--- src/rtl/mem_bus_arbiter.sv ---
// Two-master round-robin arbiter for a picorv32-style memory port: one whole
// transaction at a time, registered downstream request, per-transaction timeout.
module mem_bus_arbiter #(
  parameter int unsigned TIMEOUT = 1024
) (
  input  logic        clk,
  input  logic        reset,

  input  logic        m0_valid,
  input  logic        m0_instr,
  input  logic [31:0] m0_addr,
  input  logic [31:0] m0_wdata,
  input  logic [3:0]  m0_wstrb,
  output logic        m0_ready,
  output logic [31:0] m0_rdata,
  output logic        m0_err,

  input  logic        m1_valid,
  input  logic        m1_instr,
  input  logic [31:0] m1_addr,
  input  logic [31:0] m1_wdata,
  input  logic [3:0]  m1_wstrb,
  output logic        m1_ready,
  output logic [31:0] m1_rdata,
  output logic        m1_err,

  output logic        mem_valid,
  output logic        mem_instr,
  output logic [31:0] mem_addr,
  output logic [31:0] mem_wdata,
  output logic [3:0]  mem_wstrb,
  input  logic        mem_ready,
  input  logic [31:0] mem_rdata,

  output logic [1:0]  grant
);

  // A one-bit counter is kept even when the timeout is disabled so the
  // datapath needs no generate split.
  localparam int unsigned CW = (TIMEOUT > 0) ? $clog2(TIMEOUT + 1) : 1;
  localparam logic [CW-1:0] CNT_LAST = (TIMEOUT > 0) ? CW'(TIMEOUT - 1) : '0;
  localparam logic [CW-1:0] CNT_MAX  = '1;

  typedef enum logic {
    S_IDLE,
    S_BUSY
  } state_t;

  state_t        state;
  state_t        state_n;
  logic          last_m1;    // 1 when master 1 owned the previous transaction
  logic [CW-1:0] cnt;

  logic          start;
  logic          pick_m1;
  logic          tmo_hit;
  logic          done;

  // NOTE: every signal written here gets a default first so no latch is inferred.
  always_comb begin
    state_n = state;
    start   = 1'b0;
    pick_m1 = 1'b0;
    tmo_hit = 1'b0;
    done    = 1'b0;

    case (state)
      S_IDLE: begin
        if (m0_valid || m1_valid) begin
          start   = 1'b1;
          state_n = S_BUSY;
          // On a tie the master that did not go last wins.
          pick_m1 = m1_valid && (!m0_valid || !last_m1);
        end
      end
      S_BUSY: begin
        tmo_hit = (TIMEOUT != 0) && (cnt == CNT_LAST) && !mem_ready;
        done    = mem_ready || tmo_hit;
        if (done) state_n = S_IDLE;
      end
      default: state_n = S_IDLE;
    endcase
  end

  // Response routing: only the granted master ever sees ready, err or data.
  always_comb begin
    m0_ready = done && grant[0];
    m1_ready = done && grant[1];
    m0_err   = m0_ready && !mem_ready;
    m1_err   = m1_ready && !mem_ready;
    m0_rdata = (m0_ready && mem_ready) ? mem_rdata : 32'h0;
    m1_rdata = (m1_ready && mem_ready) ? mem_rdata : 32'h0;
  end

  // NOTE: sequential state uses non-blocking assignments and a synchronous
  // active-low reset, so a mid-transaction reset simply abandons the request.
  always_ff @(posedge clk) begin
    if (!reset) state <= S_IDLE;
    else        state <= state_n;
  end

  always_ff @(posedge clk) begin
    if (!reset) begin
      mem_valid <= 1'b0;
      mem_instr <= 1'b0;
      mem_addr  <= 32'h0;
      mem_wdata <= 32'h0;
      mem_wstrb <= 4'h0;
      grant     <= 2'b00;
      last_m1   <= 1'b1;
      cnt       <= '0;
    end else if (start) begin
      mem_valid <= 1'b1;
      mem_instr <= pick_m1 ? m1_instr : m0_instr;
      mem_addr  <= pick_m1 ? m1_addr  : m0_addr;
      mem_wdata <= pick_m1 ? m1_wdata : m0_wdata;
      mem_wstrb <= pick_m1 ? m1_wstrb : m0_wstrb;
      grant     <= pick_m1 ? 2'b10 : 2'b01;
      cnt       <= '0;
    end else if (done) begin
      // Address/data/strobes keep their value until the next grant.
      mem_valid <= 1'b0;
      grant     <= 2'b00;
      last_m1   <= grant[1];
    end else if (state == S_BUSY && cnt != CNT_MAX) begin
      cnt <= cnt + 1'b1;
    end
  end

endmodule

--- config.mk ---
export PLATFORM = sky130hd
export DESIGN_NAME = mem_bus_arbiter
export DESIGN_NICKNAME = d
export VERILOG_FILES = /design/src/rtl/mem_bus_arbiter.sv
export SDC_FILE = /design/constraint.sdc
export NUM_CORES = 1
export LEC_CHECK = 0
export BUFFER_PORTS_ARGS = -buffer_cell sky130_fd_sc_hd__buf_2
export CAP_MARGIN = 10
export CORE_MARGIN = 5
export CORE_UTILIZATION = 30
export CTS_CLUSTER_DIAMETER = 40
export DETAILED_ROUTE_END_ITERATION = 8
export PLACE_DENSITY = 0.73
export RECOVER_POWER = 50
export SYNTH_ARGS = -nofsm -noshare
export SYNTH_HDL_FRONTEND = slang
export SYNTH_SLANG_ARGS = --single-unit
export TNS_END_PERCENT = 50
--- constraint.sdc ---
create_clock -name clk -period 2.4 [get_ports clk]
set_clock_uncertainty 0.15 [all_clocks]
set_input_delay 0.12 -clock clk [delete_from_list [all_inputs] [get_ports clk]]
set_output_delay 0.12 -clock clk [all_outputs]
set_load 0.02 [all_outputs]
==> flow_summary.toml <==
[logic_synthesis]
yosysWarningCount = 0
syn_nets = 644
synthArstFlopShare = 0
synth_cell_types = 40
synthCells = 468
ys.flop_type = "dfxtp_1"
synth_seq_area_share = 0.429
ys_ff_latch = 85
synth_area_um2 = 3970
synth-edff-count = 0
syn_avg_cell_area_um2 = 8.47

[worst_setup_path]
cp-end-kind = "flip-flop"
timing.rr.end = "mem_addr[24]"
reg2reg_depth = 5
crit_chain = "o21bai_4, buf_12, a22oi_1, a21oi_1, dlygate4sd3_1"
worst-setup-path-type = "flip-flop to flip-flop"
crit_path_max_incr_delay_ns = 0.59
regToRegSetupSlack_ns = 0.16
crit_path_end = "mem_addr[24]"
cp_data_arrival_time_ns = 2.36
r2r_start = "state"
startpoint_type = "flip-flop"
cp_slowest_cell = "dlygate4sd3_1"
critical_path.startpoint = "state"
worstPathRequired_ns = 2.53
path_max_fanout = 35

[floorplan]
die_y_um = 125
coreArea_um2 = 13100
die-area_um2 = 15600
ioPinCount = 315
initial_core_util = 0.303
die_x_um = 125
rows = 42

[global_routing]
grt_pass1_vias = 5515
grt_overflow_total = 0
grt_pass1_wl_mm = 27.2
grt_max_degree = 56
antenna_found_initial = 0
grtUsageTotal = 0.211

[route]
vias = 5260
wl_per_cell_um = 16.2
drtPass1Iterations = 5
drc = 0
antenna_left = 0
wl_mm = 17.3
initialDrtViolationCount = 274
vias_per_cell = 4.93

[power]
power_mw = 4.36
clkPwrFrac = 0.404
p_int_mw = 3.15
ir_drop_mv = 0.390
leakagePower_nw = 3.40
p_sw_frac = 0.278
power_frac_seq = 0.364
p_per_area_nw_per_um2 = 602
power.switching_mw = 1.21
p_comb_frac = 0.232

[outcome]
status = "completed"

[sta]
setup-violations-final = 0
relSlewSlack = 0.570
final_hold_viol_count = 0
setup_tns_ns = 0
fmax_ghz = 0.447
grt_setup_unrepaired = "false"
slew_violations = 0
timing.final.ws_setup_ns = 0.164
finalCriticalPeriod_ns = 2.24
tightestPinTransition_ns = 0.644
finalCritPeriodShare = 0.931

[finish]
nFillCells = 1145
nNetsFinal = 1062
final_cell_mix = "buf_2 (231), dlygate4sd3_1 (121), dfxtp_1 (84)"
layout-drive-gt1-share = 0.303
final_common_cell = "buf_2"
layout-area-overhead-vs-synth_pct = 82.5
final_util = 0.553

[cts]
clk_latency_ns = 0.33
cts_sinks = 85
clk_pin_slew_ns = 0.07
cts_tree = "built"
htreeDepth = 3
clockRootBuffer = "clkbuf_16"
cts_setup_buffers = 0
clk_path_buf_depth = 2
cts_inserted_buffers = 9

[hold_path]
hold_class = "input port to flip-flop"

[flow_run]
maxCapViolCount = 0

[place]
gp_congestion = 0.904
io_buffers = 314
place_ws_ns = 0.457
hpwl_mm = 11.0
[power groups by stage]
stage	sequential, mW	combinational (mW)	clock [mW]
5_1_grt	1.60	1.09	1.85
2_1_floorplan	1.74	0.326	0
6_report	1.59	1.01	1.76
3_5_place_dp	1.61	0.823	0
3_3_place_gp	1.61	0.816	0
4_1_cts	1.58	1.01	1.79
[critical path, delay by kind of cell (launching register included)]
kind	cells	cell delay [ns]
buffers and inverters	2	0.87
AOI/OAI and AO/OA	3	0.66
DFF	1	0.48
[how the worst min path moves through the flow]
stage | startpoint | to | slack (ns) | cells after the start
after floorplan | m0_addr[10] | mem_addr[10] | 0.11 | 2
after global placement | m0_addr[9] | mem_addr[9] | 0.22 | 3
after detailed placement | m0_addr[17] | mem_addr[17] | 0.22 | 3
after CTS | m1_wdata[20] | mem_wdata[20] | 0.001 | 3
after global routing | m0_wdata[19] | mem_wdata[19] | 0.008 | 3
final | m0_wdata[19] | mem_wdata[19] | 0.005 | 3
[through the flow]
stage               hold slack (ns)  instances  cell area [µm²]
floorplan                     0.110        468             3970
global placement              0.215        930             5730
detailed placement            0.218        930             5730
CTS                         0.00104       1067             7320
global route                0.00838       1067             7240
finish                      0.00502       1068             7240
[cell families after synthesis]
| group | count (synthesis) | synth area share |
|---|---|---|
| AND/OR/NAND/NOR | 174 | 0.224 |
| AO/OA/AOI/OAI | 143 | 0.242 |
| flip-flops | 85 | 0.429 |
| buffers and inverters | 43 | 0.0467 |
| multiplexers | 20 | 0.0505 |
| XOR/XNOR | 2 | 0.00442 |
| adder cells (fa/ha/maj) | 1 | 0.00316 |
[cell type report]
| class | instances | area (µm²) | area share |
|---|---|---|---|
| antenna | 1 | 2.50 | 0.000346 |
| clock buffer | 10 | 239 | 0.0330 |
| clock inverter | 6 | 140 | 0.0194 |
| inverter | 6 | 22.5 | 0.00311 |
| multi-input combinational | 340 | 2110 | 0.292 |
| sequential | 85 | 1700 | 0.235 |
| tap | 176 | 220 | 0.0304 |
| timing repair buffer | 444 | 2800 | 0.386 |
[what timing repair did]
action | 4_1_cts | 5_1_grt
gates resized for setup | 0 | 3
hold buffers | 121 | 0
setup endpoints to repair | 0 | 35
hold endpoints to repair | 64 | 0
[registers in the layout, summed over array words and instances (netlist names)]
signal     flops
mem_addr      32
mem_wdata     32
cnt           11
mem_wstrb      4
grant          2
last_m1        1
mem_instr      1
mem_valid      1
state          1
[cells in the mapped netlist (2+ instances only)]
library cell / number / share of area
nor2_1: 26 / 0.025
nand3_1: 5 / 0.0063
inv_2: 2 / 0.0019
inv_1: 4 / 0.0038
a21oi_1: 56 / 0.071
mux2i_1: 20 / 0.050
o21ai_0: 3 / 0.0038
buf_6: 2 / 0.0057
and2_1: 68 / 0.11
nand2_1: 56 / 0.053
o31ai_1: 3 / 0.0057
dfxtp_1: 85 / 0.43
or4_1: 2 / 0.0038
nor3_1: 3 / 0.0038
and3_1: 7 / 0.011
clkbuf_1: 28 / 0.027
a211oi_1: 20 / 0.038
a22oi_1: 50 / 0.095
buf_2: 7 / 0.0088
[metal layers]
metal  global-route usage  wire length, µm  vias up
met1                0.216             6250     2416
met3               0.0670             1630       41
met2                0.388             8870      298
met4                0.103              571        0
met5                    0                0        -
li1                     -                -     2505
Note: power is estimated with default switching activity, not from simulation.
